$ cat config.mk
export PLATFORM = sky130hd
export DESIGN_NAME = flash_ctrl
export DESIGN_NICKNAME = d
export VERILOG_FILES = /design/src/rtl/flash_ctrl_pkg.sv /design/src/rtl/flash_prescaler.sv /design/src/rtl/flash_ctrl.sv
export SDC_FILE = /design/constraint.sdc
export NUM_CORES = 1
export LEC_CHECK = 0
export BUFFER_PORTS_ARGS = -buffer_cell sky130_fd_sc_hd__buf_2
export CAP_MARGIN = 20
export CORE_MARGIN = 2
export CORE_UTILIZATION = 35
export CTS_CLUSTER_DIAMETER = 100
export DETAILED_ROUTE_END_ITERATION = 10
export PLACE_DENSITY_LB_ADDON = 0.12
export SKIP_CTS_REPAIR_TIMING = 1
export SYNTH_ARGS = -nofsm -noshare
export SYNTH_HDL_FRONTEND = slang
export SYNTH_SLANG_ARGS = --single-unit
$ cat constraint.sdc
create_clock -name clock -period 1.7 [get_ports clock]
set_clock_uncertainty 0.2 [all_clocks]
set_input_delay 0.34 -clock clock [delete_from_list [all_inputs] [get_ports clock]]
set_output_delay 0.34 -clock clock [all_outputs]
set_load 0.05 [all_outputs]
$ cat src/rtl/flash_ctrl_pkg.sv
// Shared state encodings and default rate limits for the flash strobe sequencer.
package flash_ctrl_pkg;

    localparam int ST_W = 2;

    typedef enum logic [ST_W-1:0] {
        ST_IDLE  = 2'd0,
        ST_RUN   = 2'd1,
        ST_BURST = 2'd2,
        ST_DONE  = 2'd3
    } state_t;

    localparam int DEF_NB_COUNT = 8;
    localparam int DEF_LIMIT_0  = 7;
    localparam int DEF_LIMIT_1  = 15;
    localparam int DEF_LIMIT_2  = 31;
    localparam int DEF_LIMIT_3  = 63;

endpackage

$ cat src/rtl/flash_prescaler.sv
// Rate prescaler: counts while active and emits a tick on the terminal count.
// The terminal count is re-latched only on clear or on a wrap.
module flash_prescaler
    import flash_ctrl_pkg::*;
#(
    parameter int NB_COUNT = DEF_NB_COUNT
) (
    input  logic                clock,
    input  logic                reset_n,
    input  logic                clear,
    input  logic                active,
    input  logic [NB_COUNT-1:0] limit,
    output logic                tick
);

    logic [NB_COUNT-1:0] count;
    logic [NB_COUNT-1:0] limit_q;

    assign tick = active && (count == limit_q);

    // A new limit takes effect only at a period boundary, so speed changes
    // never truncate or stretch the period in flight.
    always_ff @(posedge clock or negedge reset_n) begin
        if (!reset_n) begin
            count   <= '0;
            limit_q <= NB_COUNT'(DEF_LIMIT_0);
        end else if (clear) begin
            count   <= '0;
            limit_q <= limit;
        end else if (active) begin
            if (count == limit_q) begin
                count   <= '0;
                limit_q <= limit;
            end else begin
                count <= count + 1'b1;
            end
        end
    end

endmodule

$ cat src/rtl/flash_ctrl.sv
// Strobe sequencer for the 4-LED flash datapath: continuous run mode at one of
// four rates, or a counted burst followed by a one-cycle completion flag.
module flash_ctrl
    import flash_ctrl_pkg::*;
#(
    parameter int NB_COUNT = DEF_NB_COUNT,
    parameter int LIMIT_0  = DEF_LIMIT_0,
    parameter int LIMIT_1  = DEF_LIMIT_1,
    parameter int LIMIT_2  = DEF_LIMIT_2,
    parameter int LIMIT_3  = DEF_LIMIT_3
) (
    input  logic                clock,
    input  logic                i_reset,
    input  logic                i_run,
    input  logic [1:0]          i_speed,
    input  logic                i_burst,
    input  logic [NB_COUNT-1:0] i_burst_len,
    output logic                o_enable,
    output logic                o_busy,
    output logic                o_done,
    output logic [1:0]          o_state
);

    generate
        if (LIMIT_0 >= (1 << NB_COUNT) || LIMIT_1 >= (1 << NB_COUNT) ||
            LIMIT_2 >= (1 << NB_COUNT) || LIMIT_3 >= (1 << NB_COUNT)) begin : g_bad_limit
            $error("flash_ctrl: every LIMIT_x must fit in NB_COUNT bits");
        end
    endgenerate

    function automatic logic [NB_COUNT-1:0] speed_limit(input logic [1:0] speed);
        case (speed)
            2'd0:    return NB_COUNT'(LIMIT_0);
            2'd1:    return NB_COUNT'(LIMIT_1);
            2'd2:    return NB_COUNT'(LIMIT_2);
            default: return NB_COUNT'(LIMIT_3);
        endcase
    endfunction

    state_t              state;
    state_t              next_state;
    logic [NB_COUNT-1:0] remaining;
    logic                load_rem;
    logic                dec_rem;
    logic                enable_next;
    logic                clear;
    logic                active;
    logic                tick;

    assign active  = (state == ST_RUN) || (state == ST_BURST);
    assign o_state = state;

    flash_prescaler #(
        .NB_COUNT (NB_COUNT)
    ) u_prescaler (
        .clock   (clock),
        .reset_n (i_reset),
        .clear   (clear),
        .active  (active),
        .limit   (speed_limit(i_speed)),
        .tick    (tick)
    );

    always_comb begin
        next_state  = state;
        load_rem    = 1'b0;
        dec_rem     = 1'b0;
        enable_next = 1'b0;
        clear       = 1'b0;
        case (state)
            ST_IDLE: begin
                // Holding clear in IDLE zeroes the count and latches the
                // requested speed on the very cycle we leave.
                clear = 1'b1;
                if (i_burst) begin
                    if (i_burst_len != '0) begin
                        next_state = ST_BURST;
                        load_rem   = 1'b1;
                    end else begin
                        next_state = ST_DONE;
                    end
                end else if (i_run) begin
                    next_state = ST_RUN;
                end
            end
            ST_RUN: begin
                if (!i_run) begin
                    next_state = ST_IDLE;
                    clear      = 1'b1;
                end else begin
                    enable_next = tick;
                end
            end
            ST_BURST: begin
                if (tick) begin
                    enable_next = 1'b1;
                    dec_rem     = 1'b1;
                    if (remaining == NB_COUNT'(1)) begin
                        next_state = ST_DONE;
                    end
                end
            end
            default: begin
                next_state = ST_IDLE;
            end
        endcase
    end

    always_ff @(posedge clock or negedge i_reset) begin
        if (!i_reset) begin
            state     <= ST_IDLE;
            remaining <= '0;
            o_enable  <= 1'b0;
            o_busy    <= 1'b0;
            o_done    <= 1'b0;
        end else begin
            state    <= next_state;
            o_enable <= enable_next;
            o_busy   <= (next_state == ST_RUN) || (next_state == ST_BURST);
            o_done   <= (next_state == ST_DONE);
            if (load_rem) begin
                remaining <= i_burst_len;
            end else if (dec_rem) begin
                remaining <= remaining - 1'b1;
            end
        end
    end

endmodule

# --- Yosys cells after proc, flatten, opt, wreduce, memory -nomap -nowiden ---
# Index checks and enable logic that the tools add are counted.
totals:
  wordCells: 53
  out_inout_bits: 5
  input_bits: 14
  regBits: 29
classes:
  n_eq_ne: 9
  reduce_logical: 10
  muxes: 25
  n_addsub: 2
ops:
  columns: ["op", "count"]
  rows:
  - ["8-bit two-way mux", 8]
  - ["6-bit one-hot mux with 3 select lines", 1]
  - ["2-bit two-way mux", 5]
  - ["8-bit by 1-bit adder with 8-bit output, second input constant", 1]
  - ["2-bit equality test, second input constant", 4]
  - ["8-bit by 1-bit equality test with 1-bit output, second input constant", 1]
  - ["8-bit equality test", 1]
  - ["1-bit two-way mux", 8]
  - ["8-bit nonzero test", 1]
  - ["8-bit by 1-bit subtractor with 8-bit output, second input constant", 1]
  - ["2-bit by 1-bit equality test with 1-bit output, second input constant", 3]
  - ["2-bit one-hot mux with 3 select lines", 1]
  - ["2-bit nonzero test", 3]
  - ["2-bit logical NOT", 2]
  - ["1-bit one-hot mux with 2 select lines", 2]
  - ["1-bit logical OR", 2]
  - ["2-bit AND reduction", 1]
  - ["1-bit logical AND", 1]

# --- Depth between registers and ports, before layout ---
# Gate-level depths: netlist of the first run.
depth:
  depth_word: 7
  ltp_mapped: 7
  mapped_depth_nobuf: 7

# --- By module ---
# From an unflattened synthesis of the first run, not the netlist that was laid out.
hier_totals:
  hier_cells: 170
  area_unflattened_um2: 1716.6
by_module_without_submodules:
  columns: ["mod", "area_each_um2", "cells_each", "instances", "seq_area_each_um2"]
  rows:
  - ["flash_prescaler", 932.1, 90, 1, 404.1]
  - ["flash_ctrl", 784.5, 80, 1, 325.3]

# --- Least setup slack after synthesis of the first run ---
# No wires, ideal clock.
synth_timing:
  path_type: "register -> register"
  start: "register state[0], in the netlist o_state[0]"
  end: "register o_busy"
  setup_slack_ns: -0.587
  setup_ns: 0.126
  arrival_ns: 1.961
  synth_period_minus_slack_ns: 2.287
  stages_incl_launch_ff: 8
  required_time_ns: 1.374
  n_path_buf: 0
  path_cell_list: "dfrtp_1 > inv_1 > ha_1 > nand2_1 > nor2_1 > nand4_1 > o21bai_1 > ha_1"
synth_via:
  elab_chain_len: 7
  elab_cells_between_ends: 14
  cone_classes: "eq/ne: 4; mux: 6; reduce/logical: 4"
synth_rtl:
  columns: ["element", "line_no", "rtl"]
  rows:
  - ["start: declaration", "flash_ctrl.sv:40", "state_t state;"]
  - ["start signal: assignment", "flash_ctrl.sv:117", "state <= next_state;"]
  - ["2-bit by 1-bit equality test with 1-bit output / 2-bit equality test (equally long branches)", "flash_ctrl.sv:50, flash_ctrl.sv:70", null]
  - ["1-bit logical OR", "flash_ctrl.sv:50", "assign active = (state == ST_RUN) || (state == ST_BURST);"]
  - ["1-bit logical AND", "flash_prescaler.sv:19", "assign tick = active && (count == limit_q);"]
  - ["2-bit two-way mux", "flash_ctrl.sv:95", "if (tick) begin"]
  - ["2-bit one-hot mux with 3 select lines (*)", "flash_ctrl.sv:70", "case (state)"]
  - ["named net next_state[0]", "flash_ctrl.sv:41", "state_t next_state;"]
  - ["2-bit by 1-bit equality test with 1-bit output / 2-bit equality test (equally long branches)", "flash_ctrl.sv:119", "o_busy <= (next_state == ST_RUN) || (next_state == ST_BURST);"]
  - ["1-bit logical OR (*)", "flash_ctrl.sv:119", null]
  - ["end signal: assignment", "flash_ctrl.sv:119", null]
  - ["end: declaration", "flash_ctrl.sv:19", "output logic o_busy,"]
# Mark *: on every way through the listed nets, which the timed path passes. The rest lies on a longest branch.
# A chain may end at the register's enable or synchronous reset.

# --- Worst setup path in the final report of the first run ---
# Same ends and word-level chain as after synthesis.

==> results of run 1 <==
[critical path, delay by kind of cell (launching register included)]
family / cells / cell delay (ps)
compound gates: 3 / 510
buf+inv: 1 / 70
flops: 1 / 480
simple gates: 1 / 50
fa+ha+maj: 2 / 430
[layout make-up]
cell class / instances / area [sq um] / area share (%)
well taps: 48 / 60.1 / 2.97
multi-input cells: 102 / 883 / 43.7
repair buffers: 54 / 390 / 19.3
flip-flops and latches: 24 / 603 / 29.8
inverters: 7 / 28.8 / 1.42
clock buffers: 4 / 55.1 / 2.72
[worst max-delay path by stage]
stage,depth (start not counted),slack (ps),endpoint,from
3_5_place_dp,7,-390,o_busy$_DFF_PN0_,i_burst_len[4]
2_1_floorplan,7,-270,o_busy$_DFF_PN0_,o_state[1]$_DFF_PN0_
5_1_grt,7,-250,o_busy$_DFF_PN0_,o_state[0]$_DFF_PN0_
6_report,7,-160,o_busy$_DFF_PN0_,o_state[0]$_DFF_PN0_
3_3_place_gp,7,-380,o_busy$_DFF_PN0_,i_burst_len[4]
4_1_cts,6,-230,remaining[5]$_DFFE_PN0P_,u_prescaler.count[1]$_DFFE_PN0P_
[metrics by stage]
step | setup WS, ps | cells | setup TNS (ps) | instance area (sq um) | power, mW
after detailed placement | -392 | 228 | -2580 | 1760 | 2.52
final | -156 | 239 | -1380 | 2020 | 3.27
after global placement | -377 | 228 | -2280 | 1760 | 2.49
after floorplan | -270 | 136 | -1530 | 1430 | 1.95
after CTS | -231 | 232 | -2420 | 1820 | 2.91
after global routing | -253 | 239 | -2940 | 2020 | 3.53
[power groups by stage]
stage | Sequential (mW) | Combinational [mW] | Clock [mW]
floorplan | 1.11 | 0.838 | 0
global placement | 0.944 | 1.55 | 0
detailed placement | 0.950 | 1.57 | 0
CTS | 0.940 | 1.57 | 0.401
global route | 0.979 | 2.12 | 0.425
finish | 0.949 | 1.94 | 0.384
[cell usage after synthesis, drive strengths merged]
| cell | count | share of area [%] |
|---|---|---|
| nor2 | 15 | 4.4 |
| nand3b | 1 | 0.56 |
| nand4 | 6 | 3.2 |
| nand4b | 2 | 1.3 |
| o21bai | 1 | 0.56 |
| nor2b | 2 | 0.93 |
| xor2 | 10 | 6.5 |
| dfrtp | 24 | 44 |
| xnor2 | 5 | 3.2 |
| nor4 | 1 | 0.46 |
| or4 | 2 | 1.4 |
| or3 | 1 | 0.46 |
| clkbuf | 1 | 1.0 |
| and3 | 1 | 0.46 |
| nor3 | 3 | 1.1 |
| mux2 | 2 | 1.9 |
| a21oi | 5 | 1.9 |
| and4bb | 1 | 0.93 |
| buf | 2 | 0.74 |
| a22oi | 1 | 0.56 |
| mux2i | 1 | 0.74 |
| a21o | 2 | 1.1 |
| inv | 7 | 1.9 |
| nand2 | 12 | 3.3 |
| and4 | 1 | 0.65 |
| nand3 | 5 | 1.9 |
| o21ai | 13 | 5.9 |
| ha | 9 | 8.3 |
[cell families (layout without fill, tap and decap cells)]
logic type,count (synthesis),in the layout,synth area share [%]
XOR/XNOR,15,15,9.73
AO/OA/AOI/OAI,22,22,10.0
flip-flops,24,24,44.5
AND/OR/NAND/NOR,53,53,21.0
buffers and inverters,10,65,3.71
multiplexers,3,3,2.69
adder cells (fa/ha/maj),9,9,8.34
[registers in the layout, summed over array words and instances (netlist names)]
register	count
o_done	1
u_prescaler.count	8
remaining	8
u_prescaler.limit_q	3
o_enable	1
o_state	2
o_busy	1
[layout by cell type (no fill, tap or decap), types with 4 or more instances in the layout]
cell type   n
o21ai_2     5
nand4_1     5
buf_2      18
buf_6       4
nor2_1      9
xor2_1      9
clkbuf_8    4
dfrtp_1    22
inv_1       5
buf_4      30
o21ai_1     5
nand2_1    11
ha_1        4
[metal layers]
metal	up-vias	wire [um]
met5	-	0
li1	584	-
met2	9	1560
met4	0	29
met1	531	1210
met3	4	61
==> metrics, run 1 <==
outcome=finished, violations left; failing checks=negative setup slack; Worst Path Max Fanout=6; ratio of final minimum period to clock period=109%; CP Launch Type=flip-flop; final setup vio count=18; Mapped Cells=136; Worst Hold Endpoint=remaining[4]$_DFFE_PN0P_; detailed placement HPWL=2220 um; global route overflow=0; sw frac=40.0%; syn_nets=159; drt total wl=2860 um; register-to-register setup slack=-160 ps; Num CTS Buffers=3; Register-to-Register Path Depth=7; Worst EP required=1660 ps; Layout Nets=215; sequential fraction of the synthesis area=44.5%; Hold Path Class=in2reg; GPL Wtd Cong=0.738; CP Cell Sequence=inv_4, ha_4, a21o_1, a22oi_2, nor3_1, o21bai_2, ha_1; Clock Power Share=11.7%; #FFs+latches synth=24; P_sw=1.31 mW; Global Route Usage Sum=14.5%; synthesis-to-layout area growth=49.7%; Root Buffer=clkbuf_8; FF-to-FF Start=o_state[0]$_DFF_PN0_; worst reg2reg endpoint=o_busy$_DFF_PN0_; Hold Crit Start=i_burst_len[4]; Clock Sinks=24; CTS HTree Levels=1; Rows=22; CTS Buffer Depth=2; maximum VDD drop=756 uV; Initial Util=36.6%; met1 global-route usage=16.4%; GRT busiest layer=met2; Post-Syn Area=1350 sq um; Avg WL per Cell=12.0 um; Worst path max stage delay=480 ps; full die area=4370 sq um; Final Util=54.8%; Power Density=1620 nW/um^2; largest net degree at the start of global routing=25; Worst Hold Slack=98.5 ps; count of final max-slew check failures=0; count of maximum capacitance violations=0; Comb pwr share=59.3%; # IOs=19; routed vias=1128; Die X=66.1 um; Final Hold Viols=0; Flop pwr share=29.0%; initial antenna violation count=0; global-route wire length before repair=4800 um; Slowest cell on crit path=dfrtp_2; critical path type=reg2reg; met2 Use GR=27.3%; Core Area=3690 sq um; setup ws final=-156 ps; Slew headroom=64.3%; Int Pwr=1.96 mW; Routed Antenna Nets=0; fillcell total=342; Max Clock Freq=0.539 GHz; clk_lat worst skew=270 ps; Reg clk slew, reported paths=90 ps; crit end category=flip-flop; layout cells sized above 1=50.3%; fin crit period=1860 ps; CTS tree=built; DRC viols=0; distinct cell type count after synthesis=34; Ys Warns=0; critical path arrival=1810 ps; ANT cells=0; Leak=0.907 nW; first drt pass iteration count=4; port bufs=18; RSZ-0062 raised after global routing=true; drt via density=4.72; Worst Tran Pin Value=536 ps; Mean Syn Cell Area=9.93 sq um; Min-Delay Path Depth=3; Die Height=66.1 um; number of global-route vias before repair=1111; DR iter-0 viols=51; met3 usage=3.07%
Note: power is estimated with default switching activity, not from simulation.
==> run 2, diff against run 1 <==
==> constraint.sdc (replaced) <==
create_clock -name clock -period 1.7 [get_ports clock]
set_clock_uncertainty 0.2 [all_clocks]
set_input_delay 0.34 -clock clock [delete_from_list [all_inputs] [get_ports clock]]
set_output_delay 0.34 -clock clock [all_outputs]
set_load 0.005 [all_outputs]
==> run 2 against run 1 <==
  * The run still ends with negative setup slack left
  * Clock-buffer cell count unchanged
  * Sequential share of layout area decreased by 0.97 points
  * Combinational power decreased by 4%
  * Total power decreased by 2.7%
  * First-iteration DRC count decreased by 47%
  * Clock power increased by 2%
  * Sequential cell count unchanged
  * Non-clock buffer count increased by 5
  * Register-to-register slack about the same
  * Setup slack got worse by 7.3 ps
  * Critical path type unchanged
  * Critical endpoint unchanged
  * Largest power group unchanged
  * Highest routed layer unchanged
==> metrics, run 2 (synthesis results as in run 1) <==
Final Hold Viols=0; most frequent cells in the layout=buf_4, dfrtp_1, buf_2; largest net degree at the start of global routing=25; first drt pass iteration count=2; GPL Wtd Cong=0.837; detailed placement HPWL=2360 um; P_sw=1.22 mW; Die Height=66.1 um; DR iter-0 viols=27; Top Layer Used=met4; Hold Path Class=in2reg; count of final max-slew check failures=0; Max Clock Freq=0.537 GHz; final cell count without fillers=244; setup ws final=-163 ps; ANT cells=0; Leak=0.926 nW; CTS HTree Levels=1; clk_lat worst skew=270 ps; full die area=4370 sq um; CP Launch Type=flip-flop; Routed Antenna Nets=0; crit end category=flip-flop; final setup vio count=19; failing checks=negative setup slack; global route overflow=0; Layout Nets=220; commonest non-fill, non-tap cell in the layout=buf_4; Clock Sinks=24; Comb pwr share=58.6%; port bufs=18; Post-Layout Inst Area=2080 sq um; drt total wl=3210 um; Initial Util=36.6%; Worst Tran Pin Value=559 ps; maximum VDD drop=673 uV; critical path type=reg2reg; Core Area=3690 sq um; WL met2=1670 um; Reg clk slew, reported paths=90 ps; synthesis-to-layout area growth=54.4%; Final Util=56.5%; dpl cell area=1780 sq um; Storage cell area=602 sq um; fillcell total=352; # IOs=19; Die X=66.1 um; Worst Path Max Fanout=5; CP Cell Sequence=inv_2, ha_4, nand2_2, nor2_4, nand4_1, o21bai_4, ha_4; Worst EP required=1660 ps; CTS Buffer Depth=2; initial antenna violation count=0; placed cells=234; CTS tree=built; ratio of final minimum period to clock period=110%; Worst path max stage delay=420 ps; critical path arrival=1820 ps; Global Route Usage Sum=16.0%; DR WL met3=75 um; Int Pwr=1.97 mW; Num CTS Buffers=3; DRT met1 WL=1410 um; Slowest cell on crit path=dfrtp_2; Clock Power Share=12.3%; register-to-register setup slack=-160 ps; routed vias=1168; Critical Path Most Common Cell=ha_4; number of global-route vias before repair=1178; global-route wire length before repair=5330 um; largest registers=remaining x8, u_prescaler.count x8, u_prescaler.limit_q x3; Power Total=3.19 mW; Avg WL per Cell=13.1 um; drt via density=4.79; fin crit period=1860 ps; DRC viols=0; Multi-input gate area=921 sq um; outcome=finished, violations left; Rows=22; sw frac=38.3%; layout cells sized above 1=54.1%; Power Density=1530 nW/um^2; Root Buffer=clkbuf_8; Slew headroom=62.7%; Flop pwr share=29.1%; RSZ-0062 raised after global routing=true; count of maximum capacitance violations=0
==> run 2: power groups by stage <==
stage | clock network [mW] | logic [mW] | registers [mW]
floorplan | 0 | 0.773 | 0.943
global route | 0.445 | 2.06 | 0.955
detailed placement | 0 | 1.42 | 0.923
CTS | 0.410 | 1.43 | 0.912
finish | 0.391 | 1.87 | 0.928
global placement | 0 | 1.37 | 0.916
==> run 2: through the flow <==
step                      setup slack, ps  setup TNS [ps]  hold slack (ps)
final                                -163           -1590             91.3
after global placement               -404           -2510              160
after floorplan                      -213            -744             -156
after global routing                 -226           -3130              104
after CTS                            -264           -2630             -132
after detailed placement             -418           -2840              165
==> run 2: final cells by class <==
class / count / share of cell area, %
multi-input combinational: 102 / 44.2
sequential: 24 / 28.9
timing repair buffer: 59 / 20.2
tap: 48 / 2.88
clock buffer: 4 / 2.64
inverter: 7 / 1.26
==> run 2: worst max-delay path, delay by kind of cell, from the launching register on <==
| family | cells | cell delay, ps |
|---|---|---|
| flip-flops | 1 | 420 |
| buffers and inverters | 1 | 80 |
| AO/OA/AOI/OAI | 1 | 220 |
| adder cells (fa/ha/maj) | 2 | 500 |
| AND/OR/NAND/NOR | 3 | 340 |
==> run 2: metal layers <==
metal / GRT usage, % / vias up
li1: - / 585
met1: 20.3 / 565
met2: 28.0 / 14
met3: 2.04 / 4
met4: 5.36 / 0
met5: 0 / -
==> run 2: worst paths after layout <==
check / startpoint / end / cells after the start
setup / recovery: o_state[0]$_DFF_PN0_ / o_busy$_DFF_PN0_ / 7
hold / removal: i_burst_len[4] / remaining[4]$_DFFE_PN0P_ / 3
setup reg to reg: o_state[0]$_DFF_PN0_ / o_busy$_DFF_PN0_ / 7
hold reg to reg: u_prescaler.count[2]$_DFFE_PN0P_ / u_prescaler.count[2]$_DFFE_PN0P_ / 2
max in group asynchronous: i_reset / o_state[0]$_DFF_PN0_ / 2
min in group asynchronous: i_reset / u_prescaler.count[6]$_DFFE_PN0P_ / 2
==> run 3, diff against run 2 <==
--- a/config.mk
+++ b/config.mk
@@ -15,4 +15,5 @@
 export SKIP_CTS_REPAIR_TIMING = 1
 export SYNTH_ARGS = -nofsm -noshare
 export SYNTH_HDL_FRONTEND = slang
+export SYNTH_HIERARCHICAL = 1
 export SYNTH_SLANG_ARGS = --single-unit
==> run 3 against run 2 <==
  * Die area increased by 25%
  * The run still ends with negative setup slack left
  * Core utilization down 3.3 points
  * Setup slack got worse by 380 ps
  * Non-clock buffer count rose by 6
  * Synthesized area increased by 27%
  * Register-to-register slack got worse by 380 ps
  * Highest routed layer unchanged
==> metrics, run 3 <==
DRC viols=0; first drt pass iteration count=4; critical path type=reg2reg; Multi-input gate area=1070 sq um; #FFs+latches synth=29; P_sw=1.46 mW; Final Hold Viols=0; port bufs=18; Power Density=1630 nW/um^2; global route overflow=0; full die area=5480 sq um; layout cells sized above 1=47.5%; Die Height=74.0 um; commonest non-fill, non-tap cell in the layout=buf_4; Reg clk slew, reported paths=70 ps; distinct cell type count after synthesis=41; Commonest cells post-synth=dfrtp_1, nand2_1, xnor2_1; Post-Syn Area=1720 sq um; most frequent cell after synthesis=dfrtp_1; Mapped Cells=170; detailed placement HPWL=2970 um; Hold Path Class=in2reg; largest cells by area after synthesis=dfrtp_1, xnor2_1, mux2_4, ha_1, dfstp_2; failing checks=negative setup slack; Worst Tran Pin Value=551 ps; CTS HTree Levels=2; crit end category=flip-flop; drt total wl=4050 um; most frequent cells in the layout=buf_4, dfrtp_1, buf_2; Comb pwr share=53.7%; Die X=74.0 um; Setup WS pre-CTS=-522 ps; RSZ-0062 raised after global routing=true; EDFF count, synth=0; Core Area=4720 sq um; GPL Wtd Cong=0.795; Max Clock Freq=0.447 GHz; maximum VDD drop=637 uV; Rows=25; ratio of final minimum period to clock period=132%; routed vias=1458; Initial Util=36.3%; post-synth top area cell=dfrtp_1; sw frac=35.4%; ys flop type=dfrtp_1; setup tns final=-7320 ps; DR iter-0 viols=128; clk_lat worst skew=280 ps; async set or reset register ratio after synthesis=100%; Routed Antenna Nets=0; GRT busiest layer=met2; initial antenna violation count=0; outcome=finished, violations left; Root Buffer=clkbuf_8; Storage cell area=731 sq um; Int Pwr=2.65 mW; Ys Warns=6; met2 Use GR=24.3%; register-to-register setup slack=-540 ps; Worst Path Max Fanout=3; Mean Syn Cell Area=10.1 sq um; Num CTS Buffers=5; # IOs=19; CTS tree=built; fillcell total=426; Global Route Usage Sum=16.2%; share of the synthesized area in the top cell type=37.9%; sequential fraction of the synthesis area=42.5%; Clock Power Share=18.1%; fin crit period=2240 ps; critical path arrival=2210 ps; setup ws final=-540 ps; CP Launch Type=flip-flop; CTS Buffer Depth=2; synthesis-to-layout area growth=46.5%; Avg WL per Cell=13.3 um; count of maximum capacitance violations=0; count of final max-slew check failures=0; ANT cells=0; global-route wire length before repair=6760 um; met1 global-route usage=21.9%; drt via density=4.78; Flop pwr share=28.2%; final setup vio count=23; Slew headroom=62.8%; placed cells=291; final cell count without fillers=305; Layout Nets=259; met3 usage=4.07%; Worst EP required=1670 ps; number of global-route vias before repair=1454; Leak=1.13 nW; largest net degree at the start of global routing=18; largest registers=remaining x8, u_prescaler/count x8, u_prescaler/limit_q x8; Clock Sinks=29
run 3: metal layers:
metal / share of wire, % / vias up
met4: 1.6 / 0
met1: 46 / 689
met2: 47 / 38
li1: - / 726
met3: 5.1 / 5
met5: 0 / -
run 3: worst max-delay path, stage by stage, from the launching register on:
cell	delay, ps
dfstp_2	540
xnor2_1	110
nand4_1	190
nor3_4	250
buf_6	140
nand4bb_4	150
nor4_4	340
xnor2_2	160
o21ai_2	60
run 3: layout make-up:
type	count	share of cell area, %
repair buffers	65	19.3
clock inverters	2	1.49
inverters	7	1.04
well taps	67	3.33
flip-flops and latches	29	29.1
multi-input cells	129	42.5
clock buffers	6	3.28
run 3: power by group through the flow:
stage | combinational (mW) | sequential (mW) | clock [mW]
final | 2.21 | 1.16 | 0.745
after global routing | 2.41 | 1.18 | 0.805
after CTS | 1.97 | 1.16 | 0.772
after detailed placement | 1.97 | 1.16 | 0
after global placement | 1.92 | 1.16 | 0
after floorplan | 1.21 | 1.18 | 0
run 3: kinds of logic (layout without fill, tap and decap cells):
family,count (synthesis),in the layout,synth area share [%]
xor+xnor,15,15,7.65
flops,29,29,42.5
simple gates,54,54,17.1
other cells,2,5,0.437
buf+inv,15,80,4.59
mux,9,9,7.58
compound gates,38,38,14.4
fa+ha+maj,8,8,5.83
run 3: path summary, 6_finish.rpt:
check	to	startpoint	cells past startpoint
min	remaining[0]$_DFFE_PN0P_	i_burst_len[0]	3
min in group asynchronous	remaining[6]$_DFFE_PN0P_	i_reset	2
max in group asynchronous	u_prescaler/limit_q[1]$_DFFE_PN1P_	i_reset	3
min reg2reg	remaining[7]$_DFFE_PN0P_	remaining[7]$_DFFE_PN0P_	2
max reg2reg	remaining[5]$_DFFE_PN0P_	u_prescaler/limit_q[0]$_DFFE_PN1P_	8
max	remaining[5]$_DFFE_PN0P_	u_prescaler/limit_q[0]$_DFFE_PN1P_	8
run 3: stage by stage:
stage / utilization [%] / hold WS (ps) / total power [mW] / instance area, sq um
3_5_place_dp: 47.3 / 66.4 / 3.13 / 2230
4_1_cts: 49.8 / -244 / 3.90 / 2350
6_report: 53.2 / 75.5 / 4.11 / 2510
3_3_place_gp: 47.3 / 57.8 / 3.07 / 2230
2_1_floorplan: - / -156 / 2.39 / 1800
5_1_grt: 53.2 / 84.6 / 4.40 / 2510
